$ cat src/rtl/uart_tx.sv
// rtl/uart_tx.sv - UART 8N1/8N2 transmitter draining a registered-output TX FIFO
//
// Pops one byte per frame from the TX FIFO and serialises it LSB-first as
// start bit, DATA_WIDTH data bits, STOP_BITS stop bits.
//
// Ports:
//   clk              - single clock, rising edge
//   rst              - asynchronous active-low reset
//   enable_in        - permits starting a new frame (sampled in IDLE / end of STOP)
//   fifo_data_in     - FIFO data_out, valid the cycle after a pop
//   fifo_empty_in    - FIFO empty flag
//   fifo_read_en_out - one-cycle pop strobe to the FIFO
//   tx_out           - serial line, idles high
//   busy_out         - high whenever the FSM is not in IDLE
//   frame_done_out   - one-cycle pulse in the final cycle of the last stop bit

module uart_tx #(
    parameter int DATA_WIDTH   = 8,
    parameter int CLKS_PER_BIT = 434,
    parameter int STOP_BITS    = 1
) (
    input  logic                  clk,
    input  logic                  rst,
    input  logic                  enable_in,
    input  logic [DATA_WIDTH-1:0] fifo_data_in,
    input  logic                  fifo_empty_in,
    output logic                  fifo_read_en_out,
    output logic                  tx_out,
    output logic                  busy_out,
    output logic                  frame_done_out
);

    localparam int BAUD_W = (CLKS_PER_BIT > 1) ? $clog2(CLKS_PER_BIT) : 1;
    localparam int BIT_W  = (DATA_WIDTH > 1) ? $clog2(DATA_WIDTH) : 1;

    localparam logic [BAUD_W-1:0] BAUD_LAST = BAUD_W'(CLKS_PER_BIT - 1);
    // frame_done_out is registered, so it is set one cycle ahead of the
    // final stop-bit cycle.
    localparam logic [BAUD_W-1:0] BAUD_PRE  = BAUD_W'(CLKS_PER_BIT - 2);
    localparam logic [BIT_W-1:0]  BIT_LAST  = BIT_W'(DATA_WIDTH - 1);
    localparam logic              STOP_LAST = (STOP_BITS == 2);

    typedef enum logic [2:0] {
        IDLE  = 3'd0,
        POP   = 3'd1,
        LOAD  = 3'd2,
        START = 3'd3,
        DATA  = 3'd4,
        STOP  = 3'd5
    } state_t;

    state_t                state;
    logic [BAUD_W-1:0]     baud_cnt;
    logic [BIT_W-1:0]      bit_cnt;
    logic                  stop_cnt;
    logic [DATA_WIDTH-1:0] shift;
    logic [DATA_WIDTH-1:0] shift_next;
    logic                  start_ok;

    assign shift_next = shift >> 1;
    assign start_ok   = enable_in && !fifo_empty_in;

    // tx_out is loaded with the level of the state being entered, so it is
    // always a flop output and changes exactly on the bit boundary.
    always_ff @(posedge clk or negedge rst) begin
        if (!rst) begin
            state            <= IDLE;
            baud_cnt         <= '0;
            bit_cnt          <= '0;
            stop_cnt         <= 1'b0;
            shift            <= '0;
            tx_out           <= 1'b1;
            fifo_read_en_out <= 1'b0;
            busy_out         <= 1'b0;
            frame_done_out   <= 1'b0;
        end else begin
            fifo_read_en_out <= 1'b0;
            frame_done_out   <= 1'b0;
            case (state)
                IDLE: begin
                    tx_out <= 1'b1;
                    if (start_ok) begin
                        state            <= POP;
                        fifo_read_en_out <= 1'b1;
                        busy_out         <= 1'b1;
                    end
                end
                POP: begin
                    // FIFO output is registered: data appears next cycle.
                    state <= LOAD;
                end
                LOAD: begin
                    shift    <= fifo_data_in;
                    baud_cnt <= '0;
                    tx_out   <= 1'b0;
                    state    <= START;
                end
                START: begin
                    if (baud_cnt == BAUD_LAST) begin
                        baud_cnt <= '0;
                        bit_cnt  <= '0;
                        tx_out   <= shift[0];
                        state    <= DATA;
                    end else begin
                        baud_cnt <= baud_cnt + 1'b1;
                    end
                end
                DATA: begin
                    if (baud_cnt == BAUD_LAST) begin
                        baud_cnt <= '0;
                        shift    <= shift_next;
                        if (bit_cnt == BIT_LAST) begin
                            stop_cnt <= 1'b0;
                            tx_out   <= 1'b1;
                            state    <= STOP;
                        end else begin
                            bit_cnt <= bit_cnt + 1'b1;
                            tx_out  <= shift_next[0];
                        end
                    end else begin
                        baud_cnt <= baud_cnt + 1'b1;
                    end
                end
                STOP: begin
                    tx_out <= 1'b1;
                    if (baud_cnt == BAUD_PRE && stop_cnt == STOP_LAST) begin
                        frame_done_out <= 1'b1;
                    end
                    if (baud_cnt == BAUD_LAST) begin
                        baud_cnt <= '0;
                        if (stop_cnt == STOP_LAST) begin
                            stop_cnt <= 1'b0;
                            if (start_ok) begin
                                state            <= POP;
                                fifo_read_en_out <= 1'b1;
                            end else begin
                                state    <= IDLE;
                                busy_out <= 1'b0;
                            end
                        end else begin
                            stop_cnt <= stop_cnt + 1'b1;
                        end
                    end else begin
                        baud_cnt <= baud_cnt + 1'b1;
                    end
                end
                default: begin
                    state    <= IDLE;
                    tx_out   <= 1'b1;
                    busy_out <= 1'b0;
                end
            endcase
        end
    end

endmodule

$ cat config.mk
export PLATFORM = sky130hd
export DESIGN_NAME = uart_tx
export DESIGN_NICKNAME = d
export VERILOG_FILES = /design/src/rtl/uart_tx.sv
export SDC_FILE = /design/constraint.sdc
export NUM_CORES = 1
export LEC_CHECK = 0
export CAP_MARGIN = 40
export CORE_MARGIN = 4
export CORE_UTILIZATION = 60
export CTS_CLUSTER_SIZE = 25
export DETAILED_ROUTE_END_ITERATION = 6
export PLACE_DENSITY_LB_ADDON = 0.12
export SLEW_MARGIN = 20
export SYNTH_ARGS = -nofsm -noshare
export SYNTH_HDL_FRONTEND = slang
export SYNTH_SLANG_ARGS = --single-unit
export TNS_END_PERCENT = 50
$ cat constraint.sdc
create_clock -name clk -period 4.68 [get_ports clk]
set_input_delay 0.468 -clock clk [delete_from_list [all_inputs] [get_ports clk]]
set_output_delay 0.468 -clock clk [all_outputs]
set_load 0.01 [all_outputs]
==> results.ini <==
[clock_tree]
cts_buffers=3
cts_resized=0
cts_tree=built
worstSkewPairLatency_ns=0.31
cts_max_level=1
cts_buffer_depth=2
root_buffer=clkbuf_4
cts.sinks=27
path_clk_slew_ns=0.13
cts_post_setup_buffers_inserted=0
hold_buffers=0

[global_route]
grt_overflow_total=0
antenna_found_initial=0
grt_pass1_vias=1147
grt_usage=0.182
grt_pass1_wl_um=4980
grt_max_degree=28

[route]
wl_um=2890
drc_errors=0
ant_nets=0
viasPerCell=6.10
vias=1207
drt_iter0_drc=47
post_drt_wl_per_cell_um=14.6
firstDrtPassIters=4

[placement]
placed_cell_area_um2=1730
gp_congestion=0.832
dp_hpwl_um=2070
port_buffers=15

[power]
vdd_drop_max_mv=0.178
p_leak_nw=0.776
power_density_nw_per_um2=203

[setup_path]
cp_data_required_time_ns=4.21
end_kind=output port
path_delay_family=flip-flops
cp-start-kind=register
crit_path_max_incr_delay_ns=0.59
cp_slowest_cell=dfstp_2
rr_worst_depth=4
cp.depth=1
cp.buffers_inverters=1
worst-path-max-fanout=3
cp.arrival_ns=1.44
worstPathCellList=clkdlybuf4s50_1
worstSetupPathType=register to output port

[floorplan]
start_util=0.635
die_width_um=59.7
io_pins=16
die-area_um2=3560
die-height_um=59.7
rows=18
core_um2=2520

[synthesis]
synthTopCellsByArea=dfrtp_1 (41%), mux2i_1 (5.0%), nand2_1 (4.0%)
syn_inst=158
ys_async_sr_fraction=1.00
synth-seq-cells=27
syn_area_um2=1600
ys.flop_type=dfrtp_1
yosysSeqAreaShare=0.423
avgSynthCellArea_um2=10.1
synth_edf_count=0
ys_warn_count=0
yosysTopAreaCell=dfrtp_1
synth.distinct_cells=54
syn-num-nets=175
yosysTopAreaCellShare=0.406

[cells_and_area]
final_cell_mix=dfrtp_1 (26), nand2_1 (17), clkdlybuf4s50_1 (15)
fillCellCount=202
multi_input_area_um2=827
stdcell_area_um2=1750
layout_commonest_cell=dfrtp_1
drive_above_1_share=0.119
diodes=0
ff_latch_area_um2=677
fin_nets=186
syn_to_final_growth_pct=9.38

[sta]
rsz0062_at_grt=no
fmax_mhz=525
hold_viol=0
worst_pin_slew_ns=0.586
skew_ns=0.00384
setup_violations=0
slew_headroom=0.609
fin_crit_sh=0.407
drv_slew=0
setup_tns_ns=0
fin_crit_ns=1.91

[status]
status=finished clean

[job]
drv_cap=0

[min_path]
hp-class=input port to asynchronous set/reset pin

-- final cells by class --
cell class	instances	share of cell area
multi-input combinational	114	0.472
sequential	27	0.386
timing repair buffer	16	0.0900
tap	30	0.0214
clock buffer	4	0.0150
inverter	7	0.0150
-- synthesized netlist by cell type (2+ instances only) --
library cell and count:
dfrtp_1 26, nand2_1 17, mux2i_1 8, inv_1 7, o21ai_0 6, o21ai_1 6, a21oi_1 5, ha_1 5
nand3_1 5, nor2_1 5, nor3_1 5, a31oi_1 4, buf_6 3, nand2b_1 3, nand3b_1 3, a211oi_1 2
a21o_1 2, a22o_1 2, a22o_2 2, a22oi_1 2, buf_2 2, buf_4 2, clkbuf_1 2, nor2b_1 2
o2bb2ai_1 2, o31ai_1 2
-- cells by family after synthesis --
logic type | after synthesis | synth area share
adders and majority gates | 5 | 0.0391
muxes | 9 | 0.0570
DFF | 27 | 0.423
and+or+nand+nor | 51 | 0.178
xor gates and xnor gates | 2 | 0.0109
buffers and inverters | 17 | 0.0609
AOI/OAI and AO/OA | 47 | 0.231
-- power breakdown --
part	leakage, nW	switching, W	internal (W)
Clock	0.0150	0.0000628	0.0000333
Combinational	0.445	0.00000870	0.0000119
Sequential	0.316	0.00000230	0.000237
Total	0.776	0.0000738	0.000282
-- per-layer routing --
| metal | wire [um] | track usage | up-vias |
|---|---|---|---|
| met5 | 0 | 0 | - |
| met4 | 20 | 0.0570 | 0 |
| met3 | 137 | 0.0302 | 2 |
| met2 | 1360 | 0.296 | 23 |
| met1 | 1370 | 0.246 | 584 |
| li1 | - | - | 598 |
-- final timing paths --
path | startpoint | slack (ns) | endpoint
max reg2reg | state[2] | 2.81 | shift[2]
min in group clk | shift[2] | 0.50 | shift[2]
max | tx_out | 2.77 | tx_out
min | rst | 0.50 | bit_cnt[2]
min reg2reg | shift[2] | 0.50 | shift[2]
max in group asynchronous | rst | 3.88 | tx_out
-- through the flow --
step / instances / power (W) / hold WS (ns) / utilization / setup WS, ns
3_5_place_dp: 194 / 0.000265 / 0.479 / 0.684 / 2.84
5_1_grt: 198 / 0.000372 / 0.503 / 0.694 / 2.68
6_report: 198 / 0.000356 / 0.498 / 0.694 / 2.77
2_1_floorplan: 158 / 0.000249 / 0.172 / - / 3.12
3_3_place_gp: 194 / 0.000264 / 0.467 / 0.684 / 2.91
4_1_cts: 198 / 0.000361 / 0.505 / 0.694 / 2.76
-- flip-flops by register name (all words and copies together), names as in the netlist --
name	flops
baud_cnt	9
shift	8
bit_cnt	3
state	3
busy_out	1
fifo_read_en_out	1
frame_done_out	1
tx_out	1
Note: power is estimated with default switching activity, not from simulation.
==> RTL change (same settings) <==
Re-encode `state_t` (6 states) as one-hot, 6 bits wide.
--- a/src/rtl/uart_tx.sv
+++ b/src/rtl/uart_tx.sv
@@ -42,9 +42,9 @@
 
-    typedef enum logic [2:0] {
-        IDLE  = 3'd0,
-        POP   = 3'd1,
-        LOAD  = 3'd2,
-        START = 3'd3,
-        DATA  = 3'd4,
-        STOP  = 3'd5
+    typedef enum logic [5:0] {
+        IDLE  = 6'b000001,
+        POP   = 6'b000010,
+        LOAD  = 6'b000100,
+        START = 6'b001000,
+        DATA  = 6'b010000,
+        STOP  = 6'b100000
     } state_t;
Behaviour: same outputs for any inputs over 10 cycles, from zero or initial values and one cycle with rst low; not proved beyond that.
==> RTL change against the unedited design <==
Critical endpoint is now state[4]. Global-route usage grew 3.5 points. Wire length grew 27%. Largest cell class unchanged. Sequential share of layout area shrank 0.35 points. Final area grew 12%. Sequential cell count grew 3. Worst setup slack lost 0.25 ns. Synthesized area grew 9.3%.
Power is not compared: it rests on default switching activity, and its combinational part moved more than twofold at a synthesized area within 25%.
==> RTL change: results (changes against the unedited design) <==
outcome: finished, final reports clean
CP top delay family: simple AND/OR/NAND/NOR gates
sequential fraction of the synthesis area: 43.0% (+0.77 points)
fin crit share: 46.1% (+5.3 points)
Routed met3 length: 157 µm (+15%)
Post-layout nets: 221 (+19%)
maximum vdd ir drop: 349 µV
Routed Wire Length: 3.67 mm (+27%)
Crit Path Max Fanout: 16 (+13)
top cells by area, synth: sky130_fd_sc_hd__dfrtp_1 40%, sky130_fd_sc_hd__nand2_1 5.8%, sky130_fd_sc_hd__nor2_1 3.9%
mux cell area share after synthesis: 2.36% (-3.3 points)
leakage power: 0.847 nW
Critical path origin: state[4]
number of buffers inserted by post-CTS setup repair: 0 (unchanged)
number of different library cells in the post-synthesis netlist: 50 (-7.4%)
slowest library cell on the worst path: sky130_fd_sc_hd__or4_4
reg2reg setup slack: 2.52 ns (-0.29 ns)
post-detailed-route wirelength per cell: 15.5 µm (+6.5%)
GRT Util Overall: 21.7% (+3.5 points)
yosys synthesis warning count: 0 (unchanged)
buffer cell driving the clock tree root: sky130_fd_sc_hd__clkbuf_4
maximum number of pins on one net before global-route repair: 31 (+11%)
top cell types by occurrence after synthesis: 28 x sky130_fd_sc_hd__dfrtp_1, 27 x sky130_fd_sc_hd__nand2_1, 18 x sky130_fd_sc_hd__nor2_1
Vias: 1427 (+18%)
insertion delay to the later sink of the worst-skew pair: 0.33 ns (+0.02 ns)
worst setup path end: state[4]
number of global-route vias before repair: 1348 (+18%)
placed wire-length estimate: 2.60 mm (+26%)
post-placement cell count: 228 (+18%)
H-tree levels: 2 (+1)
number of cells on the worst reg-to-reg path: 5 (+1)
met2 WL post-DR: 1.84 mm (+35%)
Clock Skews: 0.00906 ns (+0.00521 ns)
# resized after CTS: 0 (unchanged)
Worst Max-Slew Pin Slew: 0.595 ns (+0.00892 ns)
clock edge transition at the registers on the reported setup and hold paths: 0.10 ns (-0.03 ns)
adder-cell share of the synthesized area: 3.57% (-0.33 points)
Global Route met1 Usage: 26.1% (+1.5 points)
net count after synthesis: 207 (+18%)
crit-path max cell delay: 0.62 ns (+0.03 ns)
first-pass GRT wire length: 6.00 mm (+20%)
mean area per synthesized cell: 9.21 µm² (-9.1%)
total clock buffers created by CTS: 5 (+2)
fraction of met2 tracks used by global routing: 36.2% (+6.6 points)
area fraction in compound gates after synthesis: 17.7% (-5.5 points)
Synth Area in XOR/XNOR: 0.500% (-0.59 points)
met1 wire length: 1.59 mm (+16%)
largest registers in the final layout: baud_cnt (9), shift (8), state (6)
GPL Wtd Cong: 0.859 (+3.3%)
worst slack, placed: 2.56 ns (-0.275 ns)
worst path arrival time: 2.38 ns (+0.94 ns)
initial drt markers: 188 (+300%)
share of final-layout standard cells stronger than drive strength 1: 11.2% (-0.69 points)
worst hold slack after final layout: 0.508 ns (+0.0101 ns)
global routing usage on met3: 5.79% (+2.8 points)
worst hold path class: in2async
Post-Place Cell Area: 0.00189 mm² (+9.5%)
[RTL change: cell count changes after synthesis, sizes merged, moves of 3 or more]
cell / unedited run / this run
o21bai: 0 / 3
mux2i: 8 / 0
nor3b: 1 / 5
nand2: 17 / 27
nor2: 6 / 18
a31oi: 4 / 7
a21oi: 5 / 10
or3: 0 / 7
[RTL change: power by group through the flow]
stage	clock network, mW	registers (mW)	logic [mW]
after global routing	0.223	0.378	0.303
after floorplan	0	0.357	0.215
after CTS	0.208	0.369	0.275
after global placement	0	0.369	0.256
final	0.204	0.370	0.272
after detailed placement	0	0.374	0.272
[RTL change: area by class of cell]
cell class,instances,area [µm²]
Timing Repair Buffer,16,158
Fill cell,214,815
Tap cell,31,38.8
Clock inverter,3,40.0
Multi-Input combinational cell,143,910
Inverter,8,30.0
Clock buffer,5,37.5
Sequential cell,30,753
